--- config.mk ---
export PLATFORM = sky130hd
export DESIGN_NAME = uart_tx_fifo
export DESIGN_NICKNAME = d
export VERILOG_FILES = /design/src/rtl/uart_tx_fifo.sv
export SDC_FILE = /design/constraint.sdc
export NUM_CORES = 1
export LEC_CHECK = 0
export ABC_AREA = 1
export CAP_MARGIN = 20
export CORE_ASPECT_RATIO = 1.75
export CORE_MARGIN = 4
export CORE_UTILIZATION = 55
export CTS_BUF_LIST = sky130_fd_sc_hd__clkbuf_8
export DETAILED_ROUTE_END_ITERATION = 12
export GPL_TIMING_DRIVEN = 0
export PLACE_DENSITY_LB_ADDON = 0.08
export SLEW_MARGIN = 10
export SYNTH_ARGS = -nofsm -noshare
export SYNTH_HDL_FRONTEND = slang
export SYNTH_SLANG_ARGS = --single-unit
--- constraint.sdc ---
create_clock -name iCpuClock -period 5.7 [get_ports iCpuClock]
set_clock_uncertainty 0.15 [all_clocks]
set_input_delay 0.57 -clock iCpuClock [delete_from_list [all_inputs] [get_ports iCpuClock]]
set_output_delay 0.57 -clock iCpuClock [all_outputs]
set_load 0.02 [all_outputs]
--- src/rtl/uart_tx_fifo.sv ---
// CPU-side UART transmitter: MMIO pushes fill a byte FIFO that an 8N1 serializer drains.
// All state is synchronous to iCpuClock with a synchronous active-high reset.
module uart_tx_fifo #(
    parameter int CLK_FREQ_HZ     = 23_000_000,
    parameter int BAUD_RATE       = 128_000,
    parameter int FIFO_DEPTH_LOG2 = 4
) (
    input  logic                     iCpuClock,
    input  logic                     iCpuReset,
    input  logic                     iDoUartWrite,
    input  logic [7:0]               iUartDataToWrite,
    input  logic                     iClearOverflow,
    output logic                     oUartFull,
    output logic                     oUartIdle,
    output logic [FIFO_DEPTH_LOG2:0] oFifoCount,
    output logic                     oOverflow,
    output logic                     oUartTx
);

    localparam int CLKS_PER_BIT = CLK_FREQ_HZ / BAUD_RATE;
    localparam int BAUD_W       = (CLKS_PER_BIT > 1) ? $clog2(CLKS_PER_BIT) : 1;
    localparam int DEPTH        = 1 << FIFO_DEPTH_LOG2;
    localparam logic [BAUD_W-1:0]          BAUD_LAST  = BAUD_W'(CLKS_PER_BIT - 1);
    localparam logic [FIFO_DEPTH_LOG2:0]   COUNT_FULL = (FIFO_DEPTH_LOG2 + 1)'(DEPTH);

    typedef enum logic [1:0] {S_IDLE, S_START, S_DATA, S_STOP} state_t;

    state_t                     state_q, state_d;
    logic [BAUD_W-1:0]          baud_q, baud_d;
    logic [2:0]                 bit_idx_q, bit_idx_d;
    logic [7:0]                 shift_q, shift_d;
    logic                       tx_q, tx_d;
    logic [FIFO_DEPTH_LOG2-1:0] wr_ptr_q, wr_ptr_d;
    logic [FIFO_DEPTH_LOG2-1:0] rd_ptr_q, rd_ptr_d;
    logic [FIFO_DEPTH_LOG2:0]   count_q, count_d;
    logic                       ovf_q, ovf_d;
    logic [7:0]                 fifo_mem [DEPTH];

    logic full, empty, push, pop, baud_done;

    always_comb begin
        // NOTE: every signal written here gets a default first, so no path can infer a latch.
        state_d   = state_q;
        baud_d    = baud_q;
        bit_idx_d = bit_idx_q;
        shift_d   = shift_q;
        tx_d      = tx_q;
        pop       = 1'b0;

        full      = (count_q == COUNT_FULL);
        empty     = (count_q == '0);
        push      = iDoUartWrite && !full;
        baud_done = (baud_q == BAUD_LAST);

        case (state_q)
            S_IDLE: begin
                tx_d = 1'b1;
                if (!empty) begin
                    pop     = 1'b1;
                    shift_d = fifo_mem[rd_ptr_q];
                    state_d = S_START;
                    tx_d    = 1'b0;
                    baud_d  = '0;
                end
            end
            S_START: begin
                if (baud_done) begin
                    state_d   = S_DATA;
                    baud_d    = '0;
                    bit_idx_d = '0;
                    tx_d      = shift_q[0];
                end else begin
                    baud_d = baud_q + 1'b1;
                end
            end
            S_DATA: begin
                if (baud_done) begin
                    baud_d  = '0;
                    shift_d = {1'b0, shift_q[7:1]};
                    if (bit_idx_q == 3'd7) begin
                        state_d = S_STOP;
                        tx_d    = 1'b1;
                    end else begin
                        bit_idx_d = bit_idx_q + 1'b1;
                        tx_d      = shift_q[1];
                    end
                end else begin
                    baud_d = baud_q + 1'b1;
                end
            end
            S_STOP: begin
                if (baud_done) begin
                    baud_d = '0;
                    // Chain straight into the next start bit when more bytes are waiting.
                    if (!empty) begin
                        pop     = 1'b1;
                        shift_d = fifo_mem[rd_ptr_q];
                        state_d = S_START;
                        tx_d    = 1'b0;
                    end else begin
                        state_d = S_IDLE;
                        tx_d    = 1'b1;
                    end
                end else begin
                    baud_d = baud_q + 1'b1;
                end
            end
            default: begin
                state_d = S_IDLE;
                tx_d    = 1'b1;
            end
        endcase

        wr_ptr_d = push ? wr_ptr_q + 1'b1 : wr_ptr_q;
        rd_ptr_d = pop  ? rd_ptr_q + 1'b1 : rd_ptr_q;

        case ({push, pop})
            2'b10:   count_d = count_q + 1'b1;
            2'b01:   count_d = count_q - 1'b1;
            default: count_d = count_q;
        endcase

        // A dropped push outranks a clear arriving on the same edge.
        if (iDoUartWrite && full)  ovf_d = 1'b1;
        else if (iClearOverflow)   ovf_d = 1'b0;
        else                       ovf_d = ovf_q;
    end

    // NOTE: state registers use non-blocking assignments so every flop samples pre-edge values.
    always_ff @(posedge iCpuClock) begin
        if (iCpuReset) begin
            state_q   <= S_IDLE;
            baud_q    <= '0;
            bit_idx_q <= '0;
            shift_q   <= '0;
            tx_q      <= 1'b1;
            wr_ptr_q  <= '0;
            rd_ptr_q  <= '0;
            count_q   <= '0;
            ovf_q     <= 1'b0;
        end else begin
            state_q   <= state_d;
            baud_q    <= baud_d;
            bit_idx_q <= bit_idx_d;
            shift_q   <= shift_d;
            tx_q      <= tx_d;
            wr_ptr_q  <= wr_ptr_d;
            rd_ptr_q  <= rd_ptr_d;
            count_q   <= count_d;
            ovf_q     <= ovf_d;
        end
    end

    // NOTE: FIFO storage is not reset; the pointers and count alone decide which entries are valid.
    always_ff @(posedge iCpuClock) begin
        if (push) fifo_mem[wr_ptr_q] <= iUartDataToWrite;
    end

    assign oUartTx    = tx_q;
    assign oUartFull  = full;
    assign oUartIdle  = empty && (state_q == S_IDLE);
    assign oFifoCount = count_q;
    assign oOverflow  = ovf_q;

endmodule
==> reports/qor.txt <==
max-slew violation count: 0
sequential area share after synthesis: 65.03%
Post-synth EDFFs: 128
met2 Track Usage GR: 44.60%
CTS Hold Bufs: 0
P_leak: 2.829 nW
CP Class: flip-flop to primary output
Clock transition at path regs: 0.09 ns
M3 GR Usage: 4.072%
setup_tns: 0 ns
grt peak-use layer: met2
top_reg_cell synth: edfxtp_1
core footprint: 0.01257 sq mm
Max Cap Violations: 0
Residual DRC: 0
CP Data Required Time: 4.98 ns
RSZ-0062 raised after global routing: no
worst path cell trace: nor2_1, nand3b_2, nor2_4, clkdlybuf4s50_1
die width: 94.14 microns
Worst Setup End Kind: primary output
met1 Resource Use GR: 28.59%
Final Instance Area: 0.007951 sq mm
Hold Path Class: flip-flop to flip-flop
WL per Instance: 20.60 microns
detailed placer's ending HPWL: 12270 microns
Syn Nets: 684
first-pass GRT wire length: 27630 microns
clock sink count: 168
Die Y: 158.7 microns
drt via density: 5.860
port buffer count: 20
critical path peak fanout: 9
worst-margin pin slew: 0.9847 ns
ys async rst share: 0%
arrival time at the worst endpoint: 2.12 ns
Final Critical Period: 2.840 ns
Initial Util: 56.83%
cts bufs inserted: 17
clock tree buffer depth: 2
CP max stage delay: 0.65 ns
initial antenna violation count: 0
Area Growth Syn to Fin: 11.34%
final setup fails: 0
Nets: 723
Post-Syn Area per Cell: 10.92 sq um
Worst slew margin: 34.11%
Routed Antenna Nets: 0
share of cells above drive strength 1: 10.20%
Slowest-stage cell, CP: clkdlybuf4s50_1
via count: 5122
largest net degree at the start of global routing: 17
synth warn: 0
VDD IR max: 0.0002882 V
root buf cell: clkbuf_8
Seq cells post-synth: 168
Iteration-0 DRC Markers: 493
Post-Syn Instances: 654
vias in the first global route: 5121
Fin. Hold Viols: 0
Max Fclk: 352.2 MHz
Period Utilization, post-route: 49.82%
final wirelength: 18010 microns
Resized cells post-CTS: 0
Power Dens Cells: 431.6 mW/mm^2
Ant. Diodes: 0
Total GRT Usage: 24.81%
I/O pin count: 21
dpl cell area: 0.007552 sq mm
gp weighted congestion: 0.9091
H-tree depth: 4
Post-Syn Area: 0.007142 sq mm
GR Overflow Total: 0
DR pass1 iterations: 5
library cells used by synthesis: 37
crit start category: flip-flop
status: complete, no violations
CTS tree: done
Rows: 54
Post-CTS Setup Repair Bufs: 0
die area: 0.01494 sq mm
latest clock arrival within the worst-skew pair: 0.45 ns
-- critical path: cells and delay by family, from the launching register on --
family	cells	cell delay, ns
simple gates	3	0.66
flops	1	0.36
buf+inv	1	0.65
-- cell usage in the layout (no fill, tap or decap), drive strengths merged, types with 3 or more instances in the layout --
| master | synthesis | layout |
|---|---|---|
| clkdlybuf4s50 | 0 | 20 |
| o221ai | 12 | 12 |
| nand3 | 30 | 30 |
| nand4 | 5 | 5 |
| o21ai | 83 | 83 |
| xor2 | 5 | 5 |
| nand3b | 3 | 3 |
| nor3 | 3 | 3 |
| buf | 22 | 22 |
| a21oi | 29 | 29 |
| nand2 | 63 | 63 |
| o22ai | 7 | 7 |
| nor2 | 133 | 133 |
| inv | 36 | 43 |
| and3 | 3 | 3 |
| clkbuf | 7 | 24 |
| dfxtp | 40 | 40 |
| ha | 18 | 18 |
| o211ai | 20 | 20 |
| edfxtp | 128 | 128 |
| clkinv | 0 | 6 |
-- stage by stage --
stage | hold WS, ns | total power (W) | worst slack, ns | cells | util, %
floorplan | 0.2937 | 0.002225 | 3.272 | 654 | -
global placement | 0.3020 | 0.002548 | 2.877 | 842 | 60.10
detailed placement | 0.3054 | 0.002580 | 2.845 | 842 | 60.10
CTS | 0.3185 | 0.003424 | 2.834 | 874 | 63.27
global route | 0.3416 | 0.003614 | 2.666 | 874 | 63.27
finish | 0.3191 | 0.003432 | 2.860 | 874 | 63.27
-- flip-flops by register name, summed over array words and instances (netlist names), named ones only --
name and cells:
shift_q 8, baud_q 8, wr_ptr_q 4, oFifoCount 5
bit_idx_q 3, oOverflow 1, state_q 2, oUartTx 1
fifo_mem 128, rd_ptr_q 4
-- synth_stat cells (2+ instances only) --
| cell | count | area share [%] |
|---|---|---|
| xor2_1 | 5 | 0.61 |
| nand3_1 | 29 | 2.0 |
| nand4_1 | 3 | 0.26 |
| nor3_1 | 2 | 0.14 |
| nand3b_1 | 2 | 0.21 |
| nand2_1 | 59 | 3.1 |
| and3_1 | 3 | 0.26 |
| o221ai_1 | 12 | 1.5 |
| o21ai_1 | 16 | 1.1 |
| a21oi_1 | 29 | 2.0 |
| edfxtp_1 | 128 | 54 |
| inv_1 | 30 | 1.6 |
| inv_2 | 6 | 0.32 |
| dfxtp_1 | 40 | 11 |
| clkbuf_1 | 7 | 0.37 |
| o21ai_0 | 67 | 4.7 |
| nor2_2 | 3 | 0.26 |
| buf_2 | 13 | 0.91 |
| o211ai_1 | 20 | 2.1 |
| a211oi_1 | 2 | 0.21 |
| o22ai_1 | 7 | 0.61 |
| nand4_2 | 2 | 0.35 |
| nor2_1 | 129 | 6.8 |
| nand2_2 | 4 | 0.35 |
| buf_4 | 6 | 0.63 |
| ha_1 | 18 | 3.2 |
| buf_1 | 2 | 0.11 |
-- layer usage --
metal / share of wire, % / vias to the layer above
met5: 0 / -
met4: 2.8 / 0
met3: 6.2 / 45
met2: 55 / 237
met1: 36 / 2439
li1: - / 2401
-- cell type report --
class,count,area [sq um]
Timing Repair Buffer,20,200.2
Clock inverter,15,165.2
Inverter,36,135.1
Tap cell,168,210.2
Multi-Input combinational cell,421,2207
Clock buffer,17,234.0
Fill cell,1035,4616
Sequential cell,168,4644
Buffer,29,155.1
-- final timing paths --
path                      start             to  slack (ns)  depth (start not counted)
setup / recovery  oFifoCount[3]      oUartIdle        2.86                          4
hold reg to reg      shift_q[2]     shift_q[2]        0.32                          2
setup reg to reg     state_q[0]  oFifoCount[4]        2.94                         17
hold / removal       shift_q[2]     shift_q[2]        0.32                          2
-- where the power goes --
part | internal [W] | switching, W | leakage (nW)
clock network | 0.000401 | 0.000461 | 0.208
logic | 0.000364 | 0.000746 | 1.14
registers | 0.00140 | 0.0000617 | 1.48
-- kinds of logic (layout without fill, tap and decap cells) --
| family | Yosys count | in the layout | synth area share (%) |
|---|---|---|---|
| simple gates | 242 | 242 | 14.52 |
| compound gates | 155 | 155 | 12.49 |
| xor+xnor | 6 | 6 | 0.7358 |
| flops | 168 | 168 | 65.03 |
| fa+ha+maj | 18 | 18 | 3.154 |
| buf+inv | 65 | 117 | 4.064 |
Note: power is estimated with default switching activity, not from simulation.
